===== src/rtl/trip_response.sv =====
// Trip-driven drive gate: ramps an interleaved IQ drive stream down to zero on a trip,
// parks it off through a holdoff, and ramps it back to full scale on a host rearm.
module trip_response #(
  parameter int DW = 16,
  parameter int SW = 16,
  parameter int HW = 16,
  parameter int CW = 16
) (
  input  logic          clk,
  input  logic          reset,
  input  logic [DW-1:0] drv_in,
  input  logic          gate_in,
  input  logic          trip_in,
  input  logic          rearm,
  input  logic [SW-1:0] ramp_step,
  input  logic [HW-1:0] holdoff,
  input  logic          clear_count,
  output logic [DW-1:0] drv_out,
  output logic          gate_out,
  output logic [2:0]    state,
  output logic          off,
  output logic [CW-1:0] trip_count
);

  localparam logic [2:0] S_IDLE      = 3'd0;
  localparam logic [2:0] S_RAMP_UP   = 3'd1;
  localparam logic [2:0] S_RUN       = 3'd2;
  localparam logic [2:0] S_RAMP_DOWN = 3'd3;
  localparam logic [2:0] S_HOLDOFF   = 3'd4;

  localparam logic [SW-1:0] FULL      = {1'b1, {(SW-1){1'b0}}};
  localparam logic [CW-1:0] COUNT_MAX = {CW{1'b1}};
  localparam int            PW        = DW + SW + 1;

  logic [2:0]          state_q, state_d;
  logic                off_q, off_d;
  logic [SW-1:0]       scale_q, scale_d;
  logic [HW-1:0]       hold_q, hold_d;
  logic [CW-1:0]       count_q, count_d;
  logic [SW-1:0]       pair_q, pair_d;
  logic signed [PW-1:0] prod_q, prod_d;
  logic [DW-1:0]       drv_q, drv_d;
  logic                gate_p_q, gate_p_d;
  logic                gate_q, gate_d;

  logic [SW:0]         up_sum_s;
  logic [SW-1:0]       scale_up_s;
  logic [SW-1:0]       scale_dn_s;
  logic                trip_ok_s;
  logic                unused_prod_bits;

  // State and datapath registers with synchronous reset
  always_ff @(posedge clk) begin
    if (reset) begin
      state_q  <= S_IDLE;
      off_q    <= 1'b1;
      scale_q  <= '0;
      hold_q   <= '0;
      count_q  <= '0;
      pair_q   <= '0;
      prod_q   <= '0;
      drv_q    <= '0;
      gate_p_q <= 1'b0;
      gate_q   <= 1'b0;
    end else begin
      state_q  <= state_d;
      off_q    <= off_d;
      scale_q  <= scale_d;
      hold_q   <= hold_d;
      count_q  <= count_d;
      pair_q   <= pair_d;
      prod_q   <= prod_d;
      drv_q    <= drv_d;
      gate_p_q <= gate_p_d;
      gate_q   <= gate_d;
    end
  end

  // Saturating ramp arithmetic; a zero step jumps straight to the end point
  always_comb begin
    up_sum_s = {1'b0, scale_q} + {1'b0, ramp_step};
    if ((ramp_step == '0) || (up_sum_s >= {1'b0, FULL})) begin
      scale_up_s = FULL;
    end else begin
      scale_up_s = up_sum_s[SW-1:0];
    end
    if ((ramp_step == '0) || (ramp_step >= scale_q)) begin
      scale_dn_s = '0;
    end else begin
      scale_dn_s = scale_q - ramp_step;
    end
  end

  // Next-state, scale and holdoff logic; a trip wins over reaching full scale
  always_comb begin
    state_d = state_q;
    scale_d = scale_q;
    hold_d  = hold_q;
    case (state_q)
      S_IDLE: begin
        scale_d = '0;
        hold_d  = '0;
        if (rearm && !trip_in) begin
          state_d = S_RAMP_UP;
        end else begin
          state_d = S_IDLE;
        end
      end
      S_RAMP_UP: begin
        if (trip_in) begin
          state_d = S_RAMP_DOWN;
        end else if (gate_in) begin
          scale_d = scale_up_s;
          if (scale_up_s == FULL) begin
            state_d = S_RUN;
          end else begin
            state_d = S_RAMP_UP;
          end
        end else begin
          state_d = S_RAMP_UP;
        end
      end
      S_RUN: begin
        scale_d = FULL;
        if (trip_in) begin
          state_d = S_RAMP_DOWN;
        end else begin
          state_d = S_RUN;
        end
      end
      S_RAMP_DOWN: begin
        if (gate_in) begin
          scale_d = scale_dn_s;
          if (scale_dn_s == '0) begin
            state_d = S_HOLDOFF;
            hold_d  = holdoff;
          end else begin
            state_d = S_RAMP_DOWN;
          end
        end else begin
          state_d = S_RAMP_DOWN;
        end
      end
      S_HOLDOFF: begin
        scale_d = '0;
        // Leaving when the counter would reach zero gives exactly `holdoff` cycles here
        if (hold_q <= HW'(1)) begin
          state_d = S_IDLE;
          hold_d  = '0;
        end else begin
          state_d = S_HOLDOFF;
          hold_d  = hold_q - HW'(1);
        end
      end
      default: begin
        state_d = S_IDLE;
        scale_d = '0;
        hold_d  = '0;
      end
    endcase
  end

  // Trip counter: only trips that start a ramp-down count; clear beats increment
  always_comb begin
    trip_ok_s = trip_in && ((state_q == S_RAMP_UP) || (state_q == S_RUN));
    if (clear_count) begin
      count_d = '0;
    end else if (trip_ok_s && (count_q != COUNT_MAX)) begin
      count_d = count_q + CW'(1);
    end else begin
      count_d = count_q;
    end
  end

  // Registered status outputs track the state register without extra delay
  always_comb begin
    if ((state_d == S_IDLE) || (state_d == S_HOLDOFF)) begin
      off_d = 1'b1;
    end else begin
      off_d = 1'b0;
    end
  end

  // Scale is captured on the I sample so its Q partner uses the same factor
  always_comb begin
    if (gate_in) begin
      pair_d = scale_d;
    end else begin
      pair_d = pair_q;
    end
    prod_d   = $signed(drv_in) * $signed({1'b0, pair_d});
    drv_d    = prod_q[DW+SW-2:SW-1];
    gate_p_d = gate_in;
    gate_d   = gate_p_q;
  end

  assign unused_prod_bits = ^{prod_q[PW-1:DW+SW-1], prod_q[SW-2:0]};

  assign drv_out    = drv_q;
  assign gate_out   = gate_q;
  assign state      = state_q;
  assign off        = off_q;
  assign trip_count = count_q;

endmodule


===== config.mk =====
export PLATFORM = sky130hd
export DESIGN_NAME = trip_response
export DESIGN_NICKNAME = d
export VERILOG_FILES = /design/src/rtl/trip_response.sv
export SDC_FILE = /design/constraint.sdc
export NUM_CORES = 1
export LEC_CHECK = 0
export CORE_ASPECT_RATIO = 1.1
export CORE_MARGIN = 5
export CORE_UTILIZATION = 38
export CTS_BUF_LIST = sky130_fd_sc_hd__clkbuf_8
export DETAILED_ROUTE_END_ITERATION = 7
export DONT_BUFFER_PORTS = 1
export SKIP_CTS_REPAIR_TIMING = 1
export SYNTH_ARGS = -nofsm -noshare
export SYNTH_HDL_FRONTEND = slang
export SYNTH_SLANG_ARGS = --single-unit

===== constraint.sdc =====
create_clock -name clk -period 25.7 [get_ports clk]
set_input_delay 5.14 -clock clk [delete_from_list [all_inputs] [get_ports clk]]
set_output_delay 5.14 -clock clk [all_outputs]
set_load 0.01 [all_outputs]

==> summary.txt, run 1 <==
Outcome
  • Status: completed

Synthesis
  • Post-Synthesis Cell Area: around 0.015 mm^2
  • Dominant cell type by area after synthesis: fa_1
  • Avg Cell Area, Syn: 8.35 um^2
  • Seq cells post-synth: around 100
  • Largest cells by area after synthesis: fa_1 (26%), dfxtp_1 (13%), ha_1 (12%), inv_1 (6.9%), and2_1 (4.8%)
  • Distinct cells, synth: 89
  • EDFF count, synth: 0
  • Post-Synthesis Cells: 1820
  • Post-synth net total: 2212
  • Ys flop type: dfxtp_1
  • Seq/Total Area, Yosys: 0.134
  • Yosys warnings: 0
  • Yosys top cell area share: 0.257
  • Async SR Flop Fraction: 0

Floorplan
  • Die Ht: 220 um
  • DIE WIDTH: ~200 um
  • Core footprint: slightly below 0.04 mm^2
  • Cell Rows: between 70 and 80
  • Io pins: 91
  • Initial Util: 0.386
  • Die ar.: 0.0441 mm^2

Clock network
  • Cts bufs inserted: 9
  • Clock buffer depth: 2
  • Clock root cell: clkbuf_8
  • Htree depth: 3
  • Clock transition at path regs: 0.13 ns
  • CTS tree: done
  • Clock Latency Late Sink: 0.39 ns
  • Clock sink total: between 100 and 150

Power
  • Total power per unit cell area: a little under 80 mW/mm^2
  • Clock network power share: 0.086
  • Peak VDD IR: roughly 0.00007 V
  • Gate power share: 0.758
  • Tot Pwr: 1.24 mW
  • Lkg Pwr: roughly 7.3 nW
  • NetSw: 0.656 mW
  • Seq pwr share: 0.156
  • Internal power: between 0.5 and 0.6 mW
  • Switching part of the total: 0.530

Route
  • Iteration-0 DRC Markers: between 600 and 700
  • Pre-antenna DRT Iters: 5
  • Post-Route WL: ~41000 um
  • DR vias: approximately 12000
  • Final ANT Viol Nets: 0
  • DR WL/cell: roughly 18 um
  • # DRC: 0
  • Routed vias/inst: between 5 and 6

Timing
  • Slew HR: 0.0842
  • Fin crit share: 0.551
  • Crit path time final: about 14 ns
  • Fin. max-slew vios: 0
  • Worst Skew: about 0.03 ns
  • Hold Vio Cnt, Final: 0
  • RSZ-0062 raised after global routing: false
  • Least-Margin Pin Slew: 1.37 ns
  • Fmax: approximately 71 MHz
  • Endpoints failing setup: 0
  • Final setup TNS: 0 ns
  • Hold WS: roughly 0.45 ns

Run
  • Maxcap violations: 0

Global route
  • Met2 usage: 0.354
  • GRT Util Overall: 0.190
  • First-pass GRT wire length: a little under 70000 um
  • Met3 GRT Util: 0.0283
  • Vias in the first global route: between 10000 and 15000
  • Largest net degree at the start of global routing: 84
  • Global route hottest layer: met2
  • Met1 Use GR: 0.229
  • GR Overflow Total: 0
  • Initial antenna violation count: 0

Critical path
  • Reg2Reg Depth: 32
  • Reg-to-reg startpoint: scale_q[0]$_SDFF_PP0_
  • Critical Path Source Type: input port
  • Arr. time, crit path: 14.47 ns
  • Crit-path most repeated cell: fa_1
  • Kind of critical path: in2reg
  • Slowest-stage cell, CP: nor2_1
  • Flop2flop setup slack: about 16 ns
  • Buf/Inv on CP: 4
  • CP required: roughly 26 ns
  • Cell family with most CP delay: adder cells
  • Crit. End Element: flop
  • FF-to-FF End: prod_q[30]$_SDFF_PP0_
  • Worst path max stage delay: between 1 and 1.5 ns
  • Crit Path Max Fanout: 18

Hold path
  • Worst hold path class: reg2reg
  • Hold Path End: drv_out[15]$_SDFF_PP0_
  • WHS Path Cells: 1
  • Hold Crit Start: prod_q[30]$_SDFF_PP0_

Finish
  • Ratio of cells with drive above 1 in the final layout: 0.0461
  • Area delta synth->final: 3.49%
  • Final Net Count: about 2100
  • Fillers: just over 4000
  • N_diodes: 0
  • Register area: between 0.002 and 0.0025 mm^2
  • Area of the multi-input gates: approximately 0.012 mm^2

Placed design
  • Routability Congestion: between 0.9 and 1
  • DP HPWL: 32800 um
  • Count of input and output buffers: 0
-- per-stage QoR --
step | area (um^2) | setup WS, ns | util | std cells
after CTS | 15700 | 11.57 | 0.400 | 2265
after detailed placement | 15500 | 11.19 | 0.394 | 2249
final | 15700 | 11.55 | 0.400 | 2265
after global placement | 15500 | 11.44 | 0.394 | 2249
after floorplan | 15200 | 12.66 | - | 1820
after global routing | 15700 | 10.98 | 0.400 | 2265
-- synthesized netlist by cell type (6+ instances only) --
cell,count
ha_1,143
nand4_1,21
o21ai_0,64
o2bb2ai_1,6
nor3_1,28
buf_2,20
mux2i_1,12
buf_4,10
a22oi_1,7
xnor2_1,32
nor4_1,18
nand3_1,23
and2_1,117
or3_1,10
a21oi_1,77
and3_1,7
a21oi_2,9
o21a_1,8
o31ai_1,9
a211oi_1,8
inv_1,281
xor2_1,18
dfxtp_1,102
nand2b_1,17
nor2_1,118
nor2b_1,69
a21o_1,32
nand2_1,185
clkbuf_1,51
fa_1,195
-- power groups by stage --
stage	sequential, mW	combinational (mW)	clock (mW)
3_3_place_gp	0.198	0.923	0
2_1_floorplan	0.191	0.707	0
5_1_grt	0.195	1.06	0.116
3_5_place_dp	0.197	0.929	0
6_report	0.193	0.940	0.106
4_1_cts	0.194	0.936	0.110
-- worst reg2reg max path, delay by kind of cell (launching register included) --
kind | cells | cell delay [ns]
fa+ha+maj | 9 | 3.74
simple gates | 8 | 2.58
compound gates | 10 | 2.58
flops | 1 | 0.36
buf+inv | 4 | 0.23
mux | 1 | 0.21
-- cell usage in the layout, fill, tap and decap left out, types with 7 or more instances in the layout --
cell and n:
o21a_1 8, buf_4 9, a21oi_1 77, ha_1 143
and2_1 117, fa_1 195, clkbuf_8 9, nand2b_1 17
nor2_1 117, a22oi_1 7, xor2_1 18, inv_1 281
a211oi_1 8, and3_1 7, nand3_1 23, nor4_1 18
xnor2_1 32, nand4_1 21, nand2_1 185, or3_1 10
nor3_1 28, o31ai_1 9, a21oi_2 9, dfxtp_1 102
nor2b_1 69, mux2i_1 12, o21ai_0 64, a21o_1 32
-- area by class of cell --
| class | instances | share of cell area |
|---|---|---|
| Multi-Input combinational cell | 1349 | 0.745 |
| Sequential cell | 102 | 0.130 |
| Inverter | 282 | 0.0673 |
| Tap cell | 507 | 0.0403 |
| Clock buffer | 9 | 0.00787 |
| Clock inverter | 7 | 0.00580 |
| Timing Repair Buffer | 9 | 0.00429 |
-- registers in the layout, indices dropped and copies added (netlist names), 3 cells and up --
name        flops
drv_out        16
hold_q         16
pair_q         16
prod_q         16
scale_q        16
trip_count     16
state           3
-- how the worst max path moves through the flow --
| stage | startpoint | slack, ns | cells past startpoint | endpoint |
|---|---|---|---|---|
| floorplan | ramp_step[0] | 12.66 | 33 | prod_q[30]$_SDFF_PP0_ |
| global placement | ramp_step[0] | 11.44 | 32 | prod_q[30]$_SDFF_PP0_ |
| detailed placement | ramp_step[0] | 11.19 | 32 | prod_q[30]$_SDFF_PP0_ |
| CTS | ramp_step[0] | 11.57 | 32 | prod_q[30]$_SDFF_PP0_ |
| global route | ramp_step[4] | 10.98 | 32 | prod_q[30]$_SDFF_PP0_ |
| finish | ramp_step[0] | 11.55 | 32 | prod_q[30]$_SDFF_PP0_ |
-- metal layers --
layer,routed length [um],share of wire
met5,0,0
met4,1180,0.028
met3,2380,0.058
met2,21000,0.51
met1,16700,0.41
-- kinds of logic (layout without fill, tap and decap cells) --
logic type,Yosys count,after routing,share of synthesized area
mux,14,14,0.00938
simple gates,643,643,0.214
xor+xnor,50,50,0.0288
buf+inv,369,307,0.0960
flops,102,102,0.134
compound gates,304,304,0.143
fa+ha+maj,338,338,0.374
No activity file was read; power rests on OpenSTA's default activity.
==> inputs of run 2 (changes only) <==
Clock period 25.7 ns to 13.3 ns, I/O delays scaled along.
==> summary.txt, run 2 (synthesized netlist as in run 1, its figures left out) <==
Route
  • Routed vias/inst: 5.43 (+0.72%)
  • Final ANT Viol Nets: 0 (unchanged)
  • Post-Route WL: 41100 um (-0.53%)
  • Iteration-0 DRC Markers: 831 (+26%)
  • # DRC: 0 (unchanged)
  • Pre-antenna DRT Iters: 7 (+2)
  • DR vias: 12300 (+0.76%)
  • DR WL/cell: 18.1 um (-0.57%)

Finish
  • Fillers: 4029 (-0.25%)
  • N_diodes: 0 (unchanged)
  • Commonest non-fill, non-tap cells in the layout: inv_1 (281), fa_1 (195), nand2_1 (185), ha_1 (143)
  • Fin util: 0.400 (about the same)
  • Final Net Count: 2146 (+0.047%)
  • Design area: 0.0157 mm^2 (about the same)
  • Ratio of cells with drive above 1 in the final layout: 0.0466 (+0.000542)
  • Area delta synth->final: 3.52% (about the same)
  • Most common cell after layout, fill and taps aside: inv_1

Power
  • Lkg Pwr: 7.31 nW (+0.10%)
  • Tot Pwr: 2.40 mW (+94%)
  • Peak VDD IR: 0.000132 V (+89%)
  • Total power per unit cell area: 152 mW/mm^2 (+93%)

Global route
  • GRT Util Overall: 0.187 (-0.00305)
  • GR Overflow Total: 0 (unchanged)
  • Initial antenna violation count: 0 (unchanged)
  • Vias in the first global route: 12800 (-0.64%)
  • First-pass GRT wire length: 67400 um (-1.0%)
  • Largest net degree at the start of global routing: 84 (unchanged)

Floorplan
  • DIE WIDTH: 201 um (unchanged)
  • Cell Rows: 76 (unchanged)
  • Core footprint: 0.0394 mm^2 (unchanged)
  • Die Ht: 220 um (unchanged)
  • Initial Util: 0.386 (unchanged)
  • Die ar.: 0.0441 mm^2 (unchanged)
  • Io pins: 91 (unchanged)

Clock network
  • Clock Latency Late Sink: 0.39 ns (about the same)
  • Clock transition at path regs: 0.12 ns (about the same)
  • Htree depth: 3 (unchanged)
  • Clock buffer depth: 2 (unchanged)
  • CTS tree: done
  • Cts bufs inserted: 9 (unchanged)
  • Clock root cell: clkbuf_8
  • Clock sink total: 102 (unchanged)

Placed design
  • Routability Congestion: 0.939 (+1.2%)
  • Count of input and output buffers: 0 (unchanged)
  • DP HPWL: 32400 um (-1.1%)
  • Placement Cell Area: 0.0155 mm^2 (about the same)
  • Post-Place Setup Slack: 1.43 ns (-9.77 ns)

Timing
  • Crit path time final: 11.49 ns
  • Fmax: ~87 MHz
  • Hold Vio Cnt, Final: 0 (unchanged)
  • Slew HR: 0.250 (+0.165)
  • Final WS setup: 1.81 ns (-9.74 ns)
  • Fin. max-slew vios: 0 (unchanged)
  • Fin crit share: 0.864
  • RSZ-0062 raised after global routing: false
  • Worst Skew: 0.00968 ns (-0.0204 ns)
  • Least-Margin Pin Slew: 1.13 ns (-0.243 ns)
  • Endpoints failing setup: 0 (unchanged)
  • Final setup TNS: 0 ns (unchanged)

Run
  • Maxcap violations: 0 (unchanged)

Critical path
  • Arr. time, crit path: 11.82 ns (-2.65 ns)
  • Slowest-stage cell, CP: a21o_1
  • Crit Path Max Fanout: 18 (unchanged)
  • Reg2Reg Depth: 31 (-3.1%)
  • Reg-to-reg startpoint: scale_q[1]$_SDFF_PP0_
  • Crit-path most repeated cell: fa_1
  • Buf/Inv on CP: 5 (+1)
  • Flop2flop setup slack: 3.64 ns (-12.31 ns)
  • Critical Path Source Type: input port
  • Cell family with most CP delay: adder cells
  • CP required: 13.63 ns (-12.39 ns)
  • Kind of critical path: in2reg
  • Crit. End Element: flop
  • Worst path max stage delay: 0.67 ns (-0.38 ns)
  • FF-to-FF End: prod_q[30]$_SDFF_PP0_

Hold path
  • Worst hold path class: reg2reg
  • Hold Path End: drv_out[8]$_SDFF_PP0_
  • Hold Crit Start: prod_q[23]$_SDFF_PP0_
  • WHS Path Cells: 1 (unchanged)

Outcome
  • Status: completed
run 2: changes by cell type in the layout (fill, tap and decap cells not counted):
cell / before / now
clkinv_8: 4 / 2
clkinv_4: 3 / 0
inv_12: 0 / 1
inv_6: 0 / 2
inv_8: 0 / 2
buf_4: 9 / 10
run 2: worst register-to-register path, delay by kind of cell, from the launching register on:
| kind | cells | cell delay (ns) |
|---|---|---|
| AOI/OAI and AO/OA | 11 | 3.85 |
| adders and majority gates | 8 | 3.68 |
| buffers and inverters | 4 | 0.21 |
| DFF | 1 | 0.44 |
| muxes | 1 | 0.20 |
| and+or+nand+nor | 7 | 1.24 |
run 2: worst max path at each step:
stage,startpoint,to,slack [ns],cells after the start
CTS,ramp_step[4],prod_q[30]$_SDFF_PP0_,1.83,32
detailed placement,ramp_step[4],prod_q[30]$_SDFF_PP0_,1.43,32
floorplan,ramp_step[0],prod_q[30]$_SDFF_PP0_,2.74,33
finish,ramp_step[4],prod_q[30]$_SDFF_PP0_,1.81,32
global placement,ramp_step[11],prod_q[30]$_SDFF_PP0_,1.69,29
global route,ramp_step[11],prod_q[30]$_SDFF_PP0_,1.29,29
run 2: layer usage:
metal  up-vias  GRT usage  share of wire  wire (um)
met5         -          0              0          0
met3        69     0.0284          0.057       2330
li1       5751          -              -          -
met1      6112      0.228           0.41      16900
met2       377      0.346           0.51      20800
met4         0     0.0535          0.025       1030
run 2: through the flow:
| step | cells | hold WS, ns |
|---|---|---|
| floorplan | 1820 | 0.414 |
| global placement | 2250 | 0.433 |
| detailed placement | 2250 | 0.434 |
| CTS | 2266 | 0.456 |
| global route | 2266 | 0.470 |
| finish | 2266 | 0.454 |
run 2: area by class of cell:
cell class / instances / area [um^2] / area share
Timing Repair Buffer: 10 / 75.1 / 0.00477
Clock buffer: 9 / 124 / 0.00787
Multi-Input combinational cell: 1349 / 11700 / 0.744
Sequential cell: 102 / 2040 / 0.130
Inverter: 282 / 1060 / 0.0672
Clock inverter: 7 / 88.8 / 0.00564
Tap cell: 507 / 634 / 0.0403
run 2: where the power goes:
group | leakage [nW] | total [mW] | switching (mW) | internal (mW)
clock network | 0.107 | 0.214 | 0.136 | 0.0779
registers | 0.833 | 0.373 | 0.0234 | 0.349
logic | 6.37 | 1.81 | 1.11 | 0.705
